==> src/rtl/uart_fifo_phy.sv <==
// UART byte PHY: TX FIFO feeding an 8N1-style serialiser, and an oversampled
// deserialiser feeding an RX FIFO. Both FIFOs are first-word-fall-through.

module uart_fifo #(
  parameter int WIDTH = 8,
  parameter int DEPTH = 8
) (
  input  logic             clk,
  input  logic             reset,
  input  logic             push,
  input  logic [WIDTH-1:0] push_data,
  input  logic             pop,
  output logic [WIDTH-1:0] head,
  output logic             full,
  output logic             empty
);
  localparam int AW = $clog2(DEPTH);
  localparam logic [AW:0] FULL_COUNT = (AW+1)'(DEPTH);

  logic [WIDTH-1:0] mem [DEPTH];
  logic [AW-1:0]    wr_ptr;
  logic [AW-1:0]    rd_ptr;
  logic [AW:0]      count;
  logic             do_push;
  logic             do_pop;

  assign full    = (count == FULL_COUNT);
  assign empty   = (count == '0);
  // Gating by full/empty alone gives the push-only-when-empty and
  // pop-only-when-full behaviour for simultaneous requests.
  assign do_push = push && !full;
  assign do_pop  = pop && !empty;
  assign head    = empty ? '0 : mem[rd_ptr];

  always_ff @(posedge clk) begin
    if (reset) begin
      wr_ptr <= '0;
      rd_ptr <= '0;
      count  <= '0;
    end else begin
      if (do_push) wr_ptr <= wr_ptr + AW'(1);
      if (do_pop)  rd_ptr <= rd_ptr + AW'(1);
      if (do_push && !do_pop)      count <= count + (AW+1)'(1);
      else if (do_pop && !do_push) count <= count - (AW+1)'(1);
    end
  end

  always_ff @(posedge clk) begin
    if (do_push) mem[wr_ptr] <= push_data;
  end
endmodule

module uart_fifo_phy #(
  parameter int CLK_HZ       = 25000000,
  parameter int BIT_RATE     = 9600,
  parameter int PAYLOAD_BITS = 8,
  parameter int DEPTH        = 8
) (
  input  logic                    clk,
  input  logic                    reset,
  input  logic                    uart_rxd,
  output logic                    uart_txd,
  input  logic                    tx_write,
  input  logic [PAYLOAD_BITS-1:0] tx_write_data,
  output logic                    tx_full,
  output logic                    tx_empty,
  output logic                    tx_busy,
  input  logic                    rx_read,
  output logic [PAYLOAD_BITS-1:0] rx_read_data,
  output logic                    rx_full,
  output logic                    rx_empty,
  output logic                    rx_break
);
  localparam int CPB = CLK_HZ / BIT_RATE;
  localparam int CW  = $clog2(CPB);
  localparam int BW  = $clog2(PAYLOAD_BITS + 1);
  localparam logic [CW-1:0] BIT_END  = CW'(CPB - 1);
  localparam logic [CW-1:0] HALF_END = CW'(CPB / 2 - 1);
  localparam logic [BW-1:0] LAST_BIT = BW'(PAYLOAD_BITS - 1);

  typedef enum logic [1:0] {TX_IDLE, TX_START, TX_DATA, TX_STOP} tx_state_t;
  typedef enum logic [2:0] {RX_IDLE, RX_START, RX_DATA, RX_STOP, RX_HOLD} rx_state_t;

  tx_state_t               tx_state, tx_state_next;
  logic [CW-1:0]           tx_cnt, tx_cnt_next;
  logic [BW-1:0]           tx_bit, tx_bit_next;
  logic [PAYLOAD_BITS-1:0] tx_shift, tx_shift_next, tx_head;
  logic                    tx_pop, txd_next;

  rx_state_t               rx_state, rx_state_next;
  logic [CW-1:0]           rx_cnt, rx_cnt_next;
  logic [BW-1:0]           rx_bit, rx_bit_next;
  logic [PAYLOAD_BITS-1:0] rx_shift, rx_shift_next;
  logic [1:0]              rx_sync;
  logic                    rxd_s, rx_push, break_det;

  uart_fifo #(.WIDTH(PAYLOAD_BITS), .DEPTH(DEPTH)) tx_fifo (
    .clk(clk), .reset(reset), .push(tx_write), .push_data(tx_write_data),
    .pop(tx_pop), .head(tx_head), .full(tx_full), .empty(tx_empty)
  );

  uart_fifo #(.WIDTH(PAYLOAD_BITS), .DEPTH(DEPTH)) rx_fifo (
    .clk(clk), .reset(reset), .push(rx_push), .push_data(rx_shift),
    .pop(rx_read), .head(rx_read_data), .full(rx_full), .empty(rx_empty)
  );

  assign tx_busy = (tx_state != TX_IDLE);

  always_comb begin
    tx_state_next = tx_state;
    tx_cnt_next   = tx_cnt + CW'(1);
    tx_bit_next   = tx_bit;
    tx_shift_next = tx_shift;
    tx_pop        = 1'b0;
    case (tx_state)
      TX_IDLE: begin
        tx_cnt_next = '0;
        if (!tx_empty) begin
          tx_pop        = 1'b1;
          tx_shift_next = tx_head;
          tx_state_next = TX_START;
        end
      end
      TX_START: if (tx_cnt == BIT_END) begin
        tx_cnt_next   = '0;
        tx_bit_next   = '0;
        tx_state_next = TX_DATA;
      end
      TX_DATA: if (tx_cnt == BIT_END) begin
        tx_cnt_next   = '0;
        tx_shift_next = tx_shift >> 1;
        tx_bit_next   = tx_bit + BW'(1);
        if (tx_bit == LAST_BIT) tx_state_next = TX_STOP;
      end
      TX_STOP: if (tx_cnt == BIT_END) begin
        tx_cnt_next   = '0;
        tx_state_next = TX_IDLE;
      end
      default: tx_state_next = TX_IDLE;
    endcase
    // Line level follows the state being entered so uart_txd can be a flop.
    case (tx_state_next)
      TX_START: txd_next = 1'b0;
      TX_DATA:  txd_next = tx_shift_next[0];
      default:  txd_next = 1'b1;
    endcase
  end

  always_ff @(posedge clk) begin
    if (reset) begin
      tx_state <= TX_IDLE;
      tx_cnt   <= '0;
      tx_bit   <= '0;
      uart_txd <= 1'b1;
    end else begin
      tx_state <= tx_state_next;
      tx_cnt   <= tx_cnt_next;
      tx_bit   <= tx_bit_next;
      uart_txd <= txd_next;
    end
  end

  always_ff @(posedge clk) begin
    tx_shift <= tx_shift_next;
    rx_shift <= rx_shift_next;
  end

  assign rxd_s = rx_sync[1];

  always_comb begin
    rx_state_next = rx_state;
    rx_cnt_next   = rx_cnt + CW'(1);
    rx_bit_next   = rx_bit;
    rx_shift_next = rx_shift;
    rx_push       = 1'b0;
    break_det     = 1'b0;
    case (rx_state)
      RX_IDLE: begin
        rx_cnt_next = '0;
        if (!rxd_s) rx_state_next = RX_START;
      end
      RX_START: if (rx_cnt == HALF_END) begin
        rx_cnt_next   = '0;
        rx_bit_next   = '0;
        rx_state_next = rxd_s ? RX_IDLE : RX_DATA;
      end
      RX_DATA: if (rx_cnt == BIT_END) begin
        rx_cnt_next   = '0;
        rx_shift_next = {rxd_s, rx_shift[PAYLOAD_BITS-1:1]};
        rx_bit_next   = rx_bit + BW'(1);
        if (rx_bit == LAST_BIT) rx_state_next = RX_STOP;
      end
      RX_STOP: if (rx_cnt == BIT_END) begin
        rx_cnt_next = '0;
        if (rxd_s) begin
          rx_push       = 1'b1;
          rx_state_next = RX_IDLE;
        end else begin
          // All-zero payload with a low stop bit is a break; otherwise a framing error.
          break_det     = (rx_shift == '0);
          rx_state_next = RX_HOLD;
        end
      end
      RX_HOLD: begin
        rx_cnt_next = '0;
        if (rxd_s) rx_state_next = RX_IDLE;
      end
      default: rx_state_next = RX_IDLE;
    endcase
  end

  always_ff @(posedge clk) begin
    if (reset) begin
      rx_sync  <= 2'b11;
      rx_state <= RX_IDLE;
      rx_cnt   <= '0;
      rx_bit   <= '0;
      rx_break <= 1'b0;
    end else begin
      rx_sync  <= {rx_sync[0], uart_rxd};
      rx_state <= rx_state_next;
      rx_cnt   <= rx_cnt_next;
      rx_bit   <= rx_bit_next;
      rx_break <= break_det;
    end
  end
endmodule

==> config.mk <==
export PLATFORM = sky130hd
export DESIGN_NAME = uart_fifo_phy
export DESIGN_NICKNAME = d
export VERILOG_FILES = /design/src/rtl/uart_fifo_phy.sv
export SDC_FILE = /design/constraint.sdc
export NUM_CORES = 1
export LEC_CHECK = 0
export ABC_AREA = 1
export CORE_MARGIN = 3
export CORE_UTILIZATION = 60
export DETAILED_ROUTE_END_ITERATION = 8
export PLACE_DENSITY = 0.82
export SYNTH_ARGS = -nofsm -noshare
export SYNTH_HDL_FRONTEND = slang
export SYNTH_SLANG_ARGS = --single-unit
==> constraint.sdc <==
create_clock -name clk -period 2.86 [get_ports clk]
set_clock_uncertainty 0.05 [all_clocks]
set_input_delay 0.572 -clock clk [delete_from_list [all_inputs] [get_ports clk]]
set_output_delay 0.572 -clock clk [all_outputs]
set_load 0.01 [all_outputs]
==> impl_results.md <==
- Fmax: 372 MHz
- Clock tree from TritonCTS: done
- Sequential share of power: 39.9%
- Clock sinks: 211
- Power share of the combinational group: 30.7%
- Layout cell share with drive strength beyond 1: 11.9%
- Global-route wire length before repair: 30,700 um
- Worst path required time: 2.24 ns
- Final weighted congestion in routability-driven placement: 0.816
- Internal power of the cells: 0.00629 W
- Fillcell total: 999
- Number of stages on the worst hold path: 1
- Count of buffering cells on the critical path with inverters included: 3
- Crit path launch type: flop
- VDD IR max: 0.648 mV
- Post-Place Cell Area: 9480 um^2
- Number of top-level pins: 28
- Vias per inst: 5.68
- Most frequent CP cell: o21ai_0
- GR Util All Layers: 22.9%
- Number of max-cap violations: 0
- Register clock-pin slew on the reported worst setup and hold paths: 0.06 ns
- Critical path endpoint category: primary output
- Cell at the root of the clock tree: clkbuf_16
- Skew-Pair Late Insertion Delay: 0.49 ns
- Number of endpoints failing setup at the final stage: 0
- Yosys cell types: 44
- Worst Path Arrival: 2.07 ns
- Router iterations before antenna repair: 5
- Clock period minus final worst setup slack: 2.69 ns
- RSZ-0062 raised after global routing: false
- Headroom to the max-slew limit: 49.0%
- Max-slew violation count: 0
- Total of flip-flops plus latches after synthesis: 211
- Hold path startpoint: rx_sync[0]$_SDFF_PP1_
- Final-report hold violation count: 0
- Static Leak: 3.96 nW
- Net count after synthesis: 913
- Overall overflow remaining after global route: 0
- Share of power burned in the clock network: 29.4%
- Die Footprint: 16,400 um^2
- Number of clock buffers inserted by TritonCTS: 22
- Average wire per cell in the routed design: 16.2 um
- Initial antenna violation count: 0
- Worst hold-check path type: flop to flop
- Vias in the first global route: 6,285
- Cell chain of the critical path: clkinvlp_4 -> buf_12 -> o21ai_0 -> o22ai_1 -> o21ai_0 -> a31oi_1 -> dlygate4sd2_1
- Floorplan Core Area: 14,200 um^2
- Die Height: 128 um
- Path depth of the worst reg2reg path: 13
- Sequential share of the synthesized area: 63.3%
- Slowest-stage cell, CP: dfxtp_2
- Worst reg2reg startpoint: tx_state[0]$_SDFF_PP0_
- Maximum level of the CTS H-tree: 1
- Maximum buffer depth of the clock tree: 3
- Drt drc: 0
- ANT nets after route: 0
- Wirelength, routed: 18,400 um
- Post-cts hold buffer count: 0
- Avg Synthesized Cell Area: 10.1 um^2
- Ant diodes: 0
- Reported net switching power: 0.00315 W
- Port Buffers: 27
- Run status: finished, final reports clean
- Area growth syn-to-layout: 15.8%
- Switching Share: 33.3%
- Design area: 10,300 um^2
- Layout net count: 969
- Summed instance area of the synthesized netlist: 8930 um^2
- Cell count after synthesis: 883
- Half-perimeter wire length of the detailed placement result: 11,500 um
- Count of yosys warnings during synthesis: 0
- Die span in x: 128 um
- Iter 0 DRT Violations: 692
- Total power per unit cell area: 913 nW/um^2
- Final-layout setup total negative slack: 0 ns
- Maximum fanout along the worst path: 19
- Via count: 6,444
- Number of placement rows: 43
- Worst-Margin Slew: 0.762 ns
- Number of stages on the worst setup path: 7
- Family with the most delay on the worst path: compound AO/OA/AOI/OAI gates
- Pin count of the biggest net entering global routing: 33
- Max stage delay on crit path: 0.38 ns
- Tcrit/Tclk final: 94.0%
- Starting Density: 62.9%
- Worst Setup Path Type: flop to primary output
## path summary, 6_finish.rpt
| path | end | slack, ns |
|---|---|---|
| max | rx_read_data[3] | 0.17 |
| min | rx_sync[1]$_SDFF_PP1_ | 0.37 |
| max reg2reg | tx_fifo.count[3]$_SDFFE_PP0P_ | 0.29 |
| min reg2reg | rx_sync[1]$_SDFF_PP1_ | 0.37 |
## worst register-to-register path, delay by kind of cell (launching register included)
| family | cells | cell delay [ns] |
|---|---|---|
| AND/OR/NAND/NOR | 3 | 0.55 |
| adder cells (fa/ha/maj) | 2 | 0.52 |
| buffers and inverters | 3 | 0.40 |
| AO/OA/AOI/OAI | 5 | 0.59 |
| flip-flops | 1 | 0.33 |
## registers in the layout (all words and copies together) (netlist names), 4 cells and up, named ones only
register	cells
rx_fifo.mem	64
tx_fifo.mem	64
rx_cnt	12
tx_cnt	12
rx_shift	8
tx_shift	8
rx_bit	4
rx_fifo.count	4
tx_bit	4
tx_fifo.count	4
## cells in the final DEF (no fill, tap or decap), types with 4 or more instances in the layout
cell type        netlist  layout
a21oi_1               37      37
edfxtp_1             143     143
nand3_1               39      39
o221ai_1               8       8
clkinv_1               1       5
o21ai_0               90      88
clkbuf_1              12       6
clkinvlp_4             0       5
dlymetal6s2s_1         0       5
nand4_1                8       8
nand2_1              121     121
buf_4                  2      24
inv_2                 12      12
inv_1                 73      71
nor2_2                11      10
dfxtp_2                0       4
xor2_1                 8       8
o21ai_1                6       8
clkbuf_16              0      24
a31oi_1                9       9
nor3_1                 5       5
nand2_2                6       5
clkdlybuf4s50_1        0      19
dfxtp_1               68      63
o22ai_1               13      13
ha_1                  15      13
nor2_1               155     155
## power by group through the flow
stage               registers, W  clock network [W]  logic (W)
finish                   0.00376            0.00278    0.00290
global route             0.00380            0.00295    0.00324
CTS                      0.00375            0.00281    0.00287
detailed placement       0.00379                  0    0.00272
global placement         0.00377                  0    0.00264
floorplan                0.00376                  0    0.00184
## per-stage QoR
step / setup WS, ns / total power [W] / hold slack (ns) / utilization (%) / instances
global placement: 0.181 / 0.00641 / 0.346 / 66.8 / 1088
global route: 0.0239 / 0.00999 / 0.397 / 72.8 / 1135
finish: 0.172 / 0.00944 / 0.370 / 72.8 / 1135
detailed placement: 0.194 / 0.00651 / 0.353 / 66.8 / 1088
CTS: 0.0383 / 0.00942 / 0.375 / 72.4 / 1133
floorplan: 0.484 / 0.00561 / 0.339 / - / 883
## cell usage after synthesis, drive strengths merged
master,number,area share [%]
clkinv,1,0.042
o21ai,96,5.4
nand4,8,0.56
nand3,42,2.5
and3,1,0.070
a211oi,1,0.084
o21a,1,0.084
a21oi,38,2.2
a31oi,9,0.63
clkbuf,13,0.56
o211ai,1,0.14
nor4,1,0.070
nor3,9,0.80
o22ai,13,0.91
nor3b,1,0.084
xor2,8,0.78
nand3b,2,0.17
inv,86,3.6
ha,15,2.1
o21bai,2,0.21
nor2,168,7.5
or2,4,0.28
buf,11,0.67
fa,2,0.45
xnor2,2,0.20
dfxtp,68,15
o221ai,8,0.78
edfxtp,143,48
nand2,129,5.8
## layer usage
layer | share of wire [%] | track usage [%] | vias to the layer above
met4 | 2.1 | 6.55 | 0
met5 | 0 | 0 | -
met3 | 6.9 | 3.75 | 51
li1 | - | - | 3124
met2 | 50 | 38.9 | 265
met1 | 41 | 30.9 | 3004
## repair_timing
item,in CTS,in global routing
gates resized for setup,11,15
endpoints found under the setup margin,8,7
pin swaps,1,0
setup buffers,4,2
gates cloned,1,0
## area by class of cell
class	instances	area (um^2)	area share [%]
multi-input cells	561	2870	27.7
well taps	180	225	2.18
inverters	87	337	3.25
repair buffers	55	522	5.04
flip-flops and latches	211	5660	54.8
clock inverters	9	81.3	0.786
repair inverters	1	7.51	0.0726
clock buffers	31	637	6.16
## kinds of logic (layout without fill, tap and decap cells)
logic type / count (synthesis) / in the layout / synth area share, %
xor gates and xnor gates: 10 / 10 / 0.981
AOI/OAI and AO/OA: 169 / 169 / 10.4
DFF: 211 / 211 / 63.3
buffers and inverters: 111 / 183 / 4.92
and+or+nand+nor: 365 / 365 / 17.8
adders and majority gates: 17 / 17 / 2.55
No activity file was read; power rests on OpenSTA's default activity.
